### src/rtl/note_hit_judge.sv
// note_hit_judge: per-lane note queues judged against a hit line, with score and combo counters
module note_hit_judge #(
  parameter int LANES    = 3,
  parameter int DEPTH    = 4,
  parameter int POS_W    = 9,
  parameter int HIT_LINE = 430,
  parameter int WINDOW   = 20,
  parameter int MISS_POS = 490,
  parameter int SCORE_W  = 8
) (
  input  logic               board_clk,
  input  logic               reset,
  input  logic               enable,
  input  logic               step_tick,
  input  logic [LANES-1:0]   spawn,
  input  logic [LANES-1:0]   press,
  output logic [LANES-1:0]   hit,
  output logic [LANES-1:0]   miss,
  output logic [LANES-1:0]   stray,
  output logic [LANES-1:0]   overflow,
  output logic [SCORE_W-1:0] score,
  output logic [SCORE_W-1:0] combo,
  output logic [SCORE_W-1:0] max_combo
);
  localparam int PW = $clog2(DEPTH);
  localparam int CW = PW + 1;
  localparam int NW = $clog2(LANES + 1);
  localparam logic [POS_W-1:0] LO   = POS_W'(HIT_LINE - WINDOW);
  localparam logic [POS_W-1:0] HI   = POS_W'(HIT_LINE + WINDOW);
  localparam logic [POS_W-1:0] MP   = POS_W'(MISS_POS);
  localparam logic [POS_W-1:0] PMAX = '1;
  localparam logic [CW-1:0]    FULL = CW'(DEPTH);
  logic [POS_W-1:0] mem [LANES][DEPTH];
  logic [POS_W-1:0] mem_n [LANES][DEPTH];
  logic [PW-1:0] hd [LANES];
  logic [PW-1:0] hd_n [LANES];
  logic [PW-1:0] tl [LANES];
  logic [CW-1:0] cnt [LANES];
  logic [CW-1:0] cnt_n [LANES];
  logic [LANES-1:0] hit_n, miss_n, stray_n, ovf_n, pop, push;
  logic [NW-1:0] nhits;
  logic [SCORE_W:0] score_sum, combo_sum;
  logic [SCORE_W-1:0] score_n, combo_n, max_n;
  always_comb begin
    hit_n   = '0;
    miss_n  = '0;
    stray_n = '0;
    ovf_n   = '0;
    pop     = '0;
    push    = '0;
    nhits   = '0;
    hd_n    = hd;
    cnt_n   = cnt;
    tl      = hd;
    mem_n   = mem;
    for (int l = 0; l < LANES; l++) begin
      hit_n[l]   = enable && press[l] && cnt[l] != '0 && mem[l][hd[l]] >= LO && mem[l][hd[l]] <= HI;
      stray_n[l] = enable && press[l] && !hit_n[l];
      miss_n[l]  = enable && step_tick && !hit_n[l] && cnt[l] != '0 && mem[l][hd[l]] >= MP;
      pop[l]     = hit_n[l] || miss_n[l];
      ovf_n[l]   = enable && spawn[l] && cnt[l] == FULL && !pop[l];
      push[l]    = enable && spawn[l] && !ovf_n[l];
      hd_n[l]    = hd[l] + PW'(pop[l]);
      cnt_n[l]   = cnt[l] - CW'(pop[l]) + CW'(push[l]);
      tl[l]      = hd[l] + cnt[l][PW-1:0];
      nhits      = nhits + NW'(hit_n[l]);
      // a full lane that pops this cycle reuses the freed head slot as its new tail
      for (int j = 0; j < DEPTH; j++) begin
        mem_n[l][j] = (enable && step_tick && mem[l][j] != PMAX) ? mem[l][j] + 1'b1 : mem[l][j];
        if (push[l] && tl[l] == PW'(j)) mem_n[l][j] = '0;
      end
    end
    score_sum = {1'b0, score} + (SCORE_W+1)'(nhits);
    combo_sum = {1'b0, combo} + (SCORE_W+1)'(nhits);
    score_n   = score_sum[SCORE_W] ? '1 : score_sum[SCORE_W-1:0];
    combo_n   = |(miss_n | stray_n) ? '0 : (combo_sum[SCORE_W] ? '1 : combo_sum[SCORE_W-1:0]);
    max_n     = combo_n > max_combo ? combo_n : max_combo;
  end
  always_ff @(posedge board_clk or posedge reset) begin
    if (reset) begin
      mem       <= '{default: '0};
      hd        <= '{default: '0};
      cnt       <= '{default: '0};
      hit       <= '0;
      miss      <= '0;
      stray     <= '0;
      overflow  <= '0;
      score     <= '0;
      combo     <= '0;
      max_combo <= '0;
    end else begin
      mem       <= mem_n;
      hd        <= hd_n;
      cnt       <= cnt_n;
      hit       <= hit_n;
      miss      <= miss_n;
      stray     <= stray_n;
      overflow  <= ovf_n;
      score     <= score_n;
      combo     <= combo_n;
      max_combo <= max_n;
    end
  end
endmodule

### config.mk
export PLATFORM = sky130hd
export DESIGN_NAME = note_hit_judge
export DESIGN_NICKNAME = d
export VERILOG_FILES = /design/src/rtl/note_hit_judge.sv
export SDC_FILE = /design/constraint.sdc
export NUM_CORES = 1
export LEC_CHECK = 0
export ABC_CLOCK_PERIOD_IN_PS = 17500
export CAP_MARGIN = 30
export CORE_MARGIN = 5
export CORE_UTILIZATION = 35
export DETAILED_ROUTE_END_ITERATION = 16
export PLACE_DENSITY = 0.56
export SETUP_SLACK_MARGIN = 0.2
export SLEW_MARGIN = 20
export SYNTH_ARGS = -nofsm -noshare
export SYNTH_HDL_FRONTEND = slang
export SYNTH_SLANG_ARGS = --single-unit
### constraint.sdc
create_clock -name board_clk -period 17.5 [get_ports board_clk]
set_input_delay 1.75 -clock board_clk [delete_from_list [all_inputs] [get_ports board_clk]]
set_output_delay 1.75 -clock board_clk [all_outputs]
set_load 0.1 [all_outputs]
==> flow_metrics.env <==
export IMPL_status="completed"
export IMPL_tritoncts="done"
export IMPL_cts_sinks=159
export IMPL_fin_crit_sh=0.3656
export IMPL_placed_area_mm2=0.009644
export IMPL_maxSlewViolCount=0
export IMPL_ys_ff_latch=159
export IMPL_fin_crit_ns=6.399
export IMPL_relSlewSlack=0.3382
export IMPL_synth_async_reset_ratio=1.000
export IMPL_crit_arrival_ns=6.71
export IMPL_gr_total_overflow=0
export IMPL_cap_violations=0
export IMPL_viasPerCell=4.989
export IMPL_path_buf_inv=2
export IMPL_fin_area_mm2=0.01027
export IMPL_cts_resized=0
export IMPL_clock_fmax_mhz=156.3
export IMPL_place_congestion=0.8490
export IMPL_clk_latency_ns=0.43
export IMPL_final_antenna_net_count=0
export IMPL_hold_class="flop to flop"
export IMPL_power_leakage_nw=4.496
export IMPL_syn2layout_area_growth_pct=16.52
export IMPL_synthFlopType="dfrtp_1"
export IMPL_htreeDepth=4
export IMPL_worst_pin_slew_ns=0.9896
export IMPL_yosysTopAreaCell="dfrtp_1"
export IMPL_yosys_top_cells_area="dfrtp_1 45%, nor2_1 6.7%, ha_1 6.4%"
export IMPL_clockRootBuffer="clkbuf_16"
export IMPL_slowest_delay_ns=0.94
export IMPL_antenna_found_initial=0
export IMPL_n_fill_cell=2423
export IMPL_synthCells=860
export IMPL_grt_pass1_vias=6196
export IMPL_wl_um=19010
export IMPL_port_buffers=45
export IMPL_crit_required_ns=17.81
export IMPL_end_kind="flop"
export IMPL_timing_hold_worst_start="cnt[5]"
export IMPL_fin_util=0.4116
export IMPL_post_route_drc_count=0
export IMPL_antenna_diode_count=0
export IMPL_clkPwrFrac=0.334
export IMPL_r2r_end="max_combo[6]"
export IMPL_reg2reg_depth=21
export IMPL_critPathMaxFanout=17
export IMPL_boundaryPins=46
export IMPL_hold_viol_final=0
export IMPL_p_per_area_mw_per_mm2=114.9
export IMPL_p_switching_uw=401.5
export IMPL_grt_pass1_wl_um=32460
export IMPL_post_cts_buffers=0
export IMPL_layout_common_cells="159 x dfrtp_1, 157 x nor2_1, 94 x nand2_1"
export IMPL_num_vias=6271
export IMPL_nNetsFinal=975
export IMPL_clkSlewWorstSetupHoldPaths_ns=0.07
export IMPL_finalSetupTns_ns=0
export IMPL_drt_iter0_drc=372
export IMPL_track_usage=0.1400
export IMPL_place_inst=1224
export IMPL_whs_endpoint="cnt[5]"
export IMPL_r2r_slack_ns=11.22
export IMPL_power_share_combinational=0.214
export IMPL_layout_commonest_cell="dfrtp_1"
export IMPL_syn_num_nets=921
export IMPL_fp_row_count=58
export IMPL_cp_top_family="simple AND/OR/NAND/NOR gates"
export IMPL_rsz0062_at_grt="no"
export IMPL_hold_buffers=0
export IMPL_wl_per_cell_um=15.12
export IMPL_design_core_area_mm2=0.02496
export IMPL_cts_inserted_buffers=17
export IMPL_crit_chain="clkdlybuf4s50_1, nand2_1, nor2_1, fa_1, ha_1, fa_1, and3_1, and3_1, and3_1, nor2_1, nor2b_1, ha_1, nor2b_1, o21ai_0, a21boi_0, o21ai_1, buf_4, nor2_1, a22o_1"
export IMPL_fin_worst_skew_ns=0.01343
export IMPL_dp_hpwl_um=14140
export IMPL_grt_max_degree=83
export IMPL_fin_cells=1257
export IMPL_cts_buffer_depth=2
export IMPL_worst_ir_drop_vdd_mv=0.05258
export IMPL_crit_type="input pin to flop"
export IMPL_startpoint_type="input pin"
export IMPL_die_h_um=168.7
export IMPL_first_pass_iters=4
export IMPL_start_util=0.3532
export IMPL_finalSetupViolCount=0
export IMPL_dieArea_mm2=0.02847
export IMPL_synth_top_area_share=0.4512
export IMPL_pwr_share_seq=0.452
export IMPL_worst_path_max_delay_cell="clkdlybuf4s50_1"
export IMPL_ys_warn_count=0
export IMPL_syn_area_mm2=0.008818
export IMPL_synth_distinct_cells=54
export IMPL_die_w_um=168.7
export IMPL_p_int_uw=778.7
export IMPL_drive_gt1_frac=0.08846
export IMPL_synth_edf_count=0
export IMPL_syn_area_per_cell_um2=10.25
export IMPL_hold_depth=1
export IMPL_r2r_start="hd[0]"
export IMPL_ys_seq_area_frac=0.4512
export IMPL_sw_frac_of_total=0.3402
[metrics by stage]
step	hold WS, ns	worst slack [ns]	total power [mW]
2_1_floorplan	0.4677	11.46	0.7192
3_3_place_gp	0.4948	10.52	0.7903
3_5_place_dp	0.5100	10.41	0.7948
4_1_cts	0.5229	10.85	1.196
5_1_grt	0.5408	10.71	1.256
6_report	0.5098	11.10	1.180
[cells in the mapped netlist, types with 5 or more instances]
cell and number:
dfrtp_1 159, nor2_1 157, nand2_1 94, xor2_1 58
xnor2_1 50, ha_1 45, nand4_1 38, a21oi_1 35
o21ai_0 29, inv_1 25, mux4_2 24, nand3_1 23
and3_1 17, a22o_1 8, clkbuf_1 8, nor2b_1 7
a21o_1 6, fa_1 6, and2_1 5, nor4_4 5
[metal layers]
| layer | vias up | GRT usage | share of wire |
|---|---|---|---|
| met4 | 0 | 0.04658 | 0.016 |
| met2 | 85 | 0.2112 | 0.45 |
| met1 | 3060 | 0.2055 | 0.51 |
| met3 | 23 | 0.02289 | 0.029 |
| li1 | 3103 | - | - |
| met5 | - | 0 | 0 |
[cell type report]
| cell class | count | area [um2] | area share |
|---|---|---|---|
| flip-flops and latches | 159 | 3979 | 0.3872 |
| clock buffers | 17 | 425.4 | 0.04140 |
| clock inverters | 15 | 197.7 | 0.01924 |
| repair buffers | 50 | 498.0 | 0.04847 |
| well taps | 330 | 412.9 | 0.04018 |
| inverters | 25 | 98.84 | 0.009620 |
| multi-input cells | 661 | 4663 | 0.4538 |
[state kept, by name, indices dropped and copies added, names as in the netlist, 6 cells and up]
name	count
combo	8
hd	6
score	8
max_combo	8
cnt	9
mem	108
[worst register-to-register path, delay by kind of cell, from the launching register on]
family,cells,cell delay (ns)
AOI/OAI and AO/OA,5,1.15
adders and majority gates,4,1.39
buffers and inverters,1,0.26
DFF,1,0.69
muxes,1,0.61
and+or+nand+nor,10,2.06
[cells by family after synthesis]
family                   after synthesis  share of synthesized area
AND/OR/NAND/NOR                      368                     0.1982
flip-flops                           159                     0.4512
XOR/XNOR                             108                     0.1073
AO/OA/AOI/OAI                        106                    0.08002
adder cells (fa/ha/maj)               51                    0.07747
buffers and inverters                 40                    0.02000
multiplexers                          28                    0.06583
[power by group through the flow]
| stage | clock network, mW | logic (mW) | registers [mW] |
|---|---|---|---|
| 2_1_floorplan | 0 | 0.203 | 0.516 |
| 3_3_place_gp | 0 | 0.251 | 0.540 |
| 3_5_place_dp | 0 | 0.256 | 0.539 |
| 4_1_cts | 0.406 | 0.257 | 0.533 |
| 5_1_grt | 0.422 | 0.289 | 0.546 |
| 6_report | 0.394 | 0.252 | 0.533 |
[worst max path at each step]
stage,startpoint,to,slack (ns),cells past startpoint
detailed placement,enable,max_combo[4],10.41,18
finish,enable,max_combo[6],11.10,19
floorplan,reset,cnt[0],11.46,1
CTS,enable,max_combo[4],10.85,18
global placement,enable,max_combo[5],10.52,18
global route,hd[0],max_combo[5],10.71,21
No activity file was read; power rests on OpenSTA's default activity.
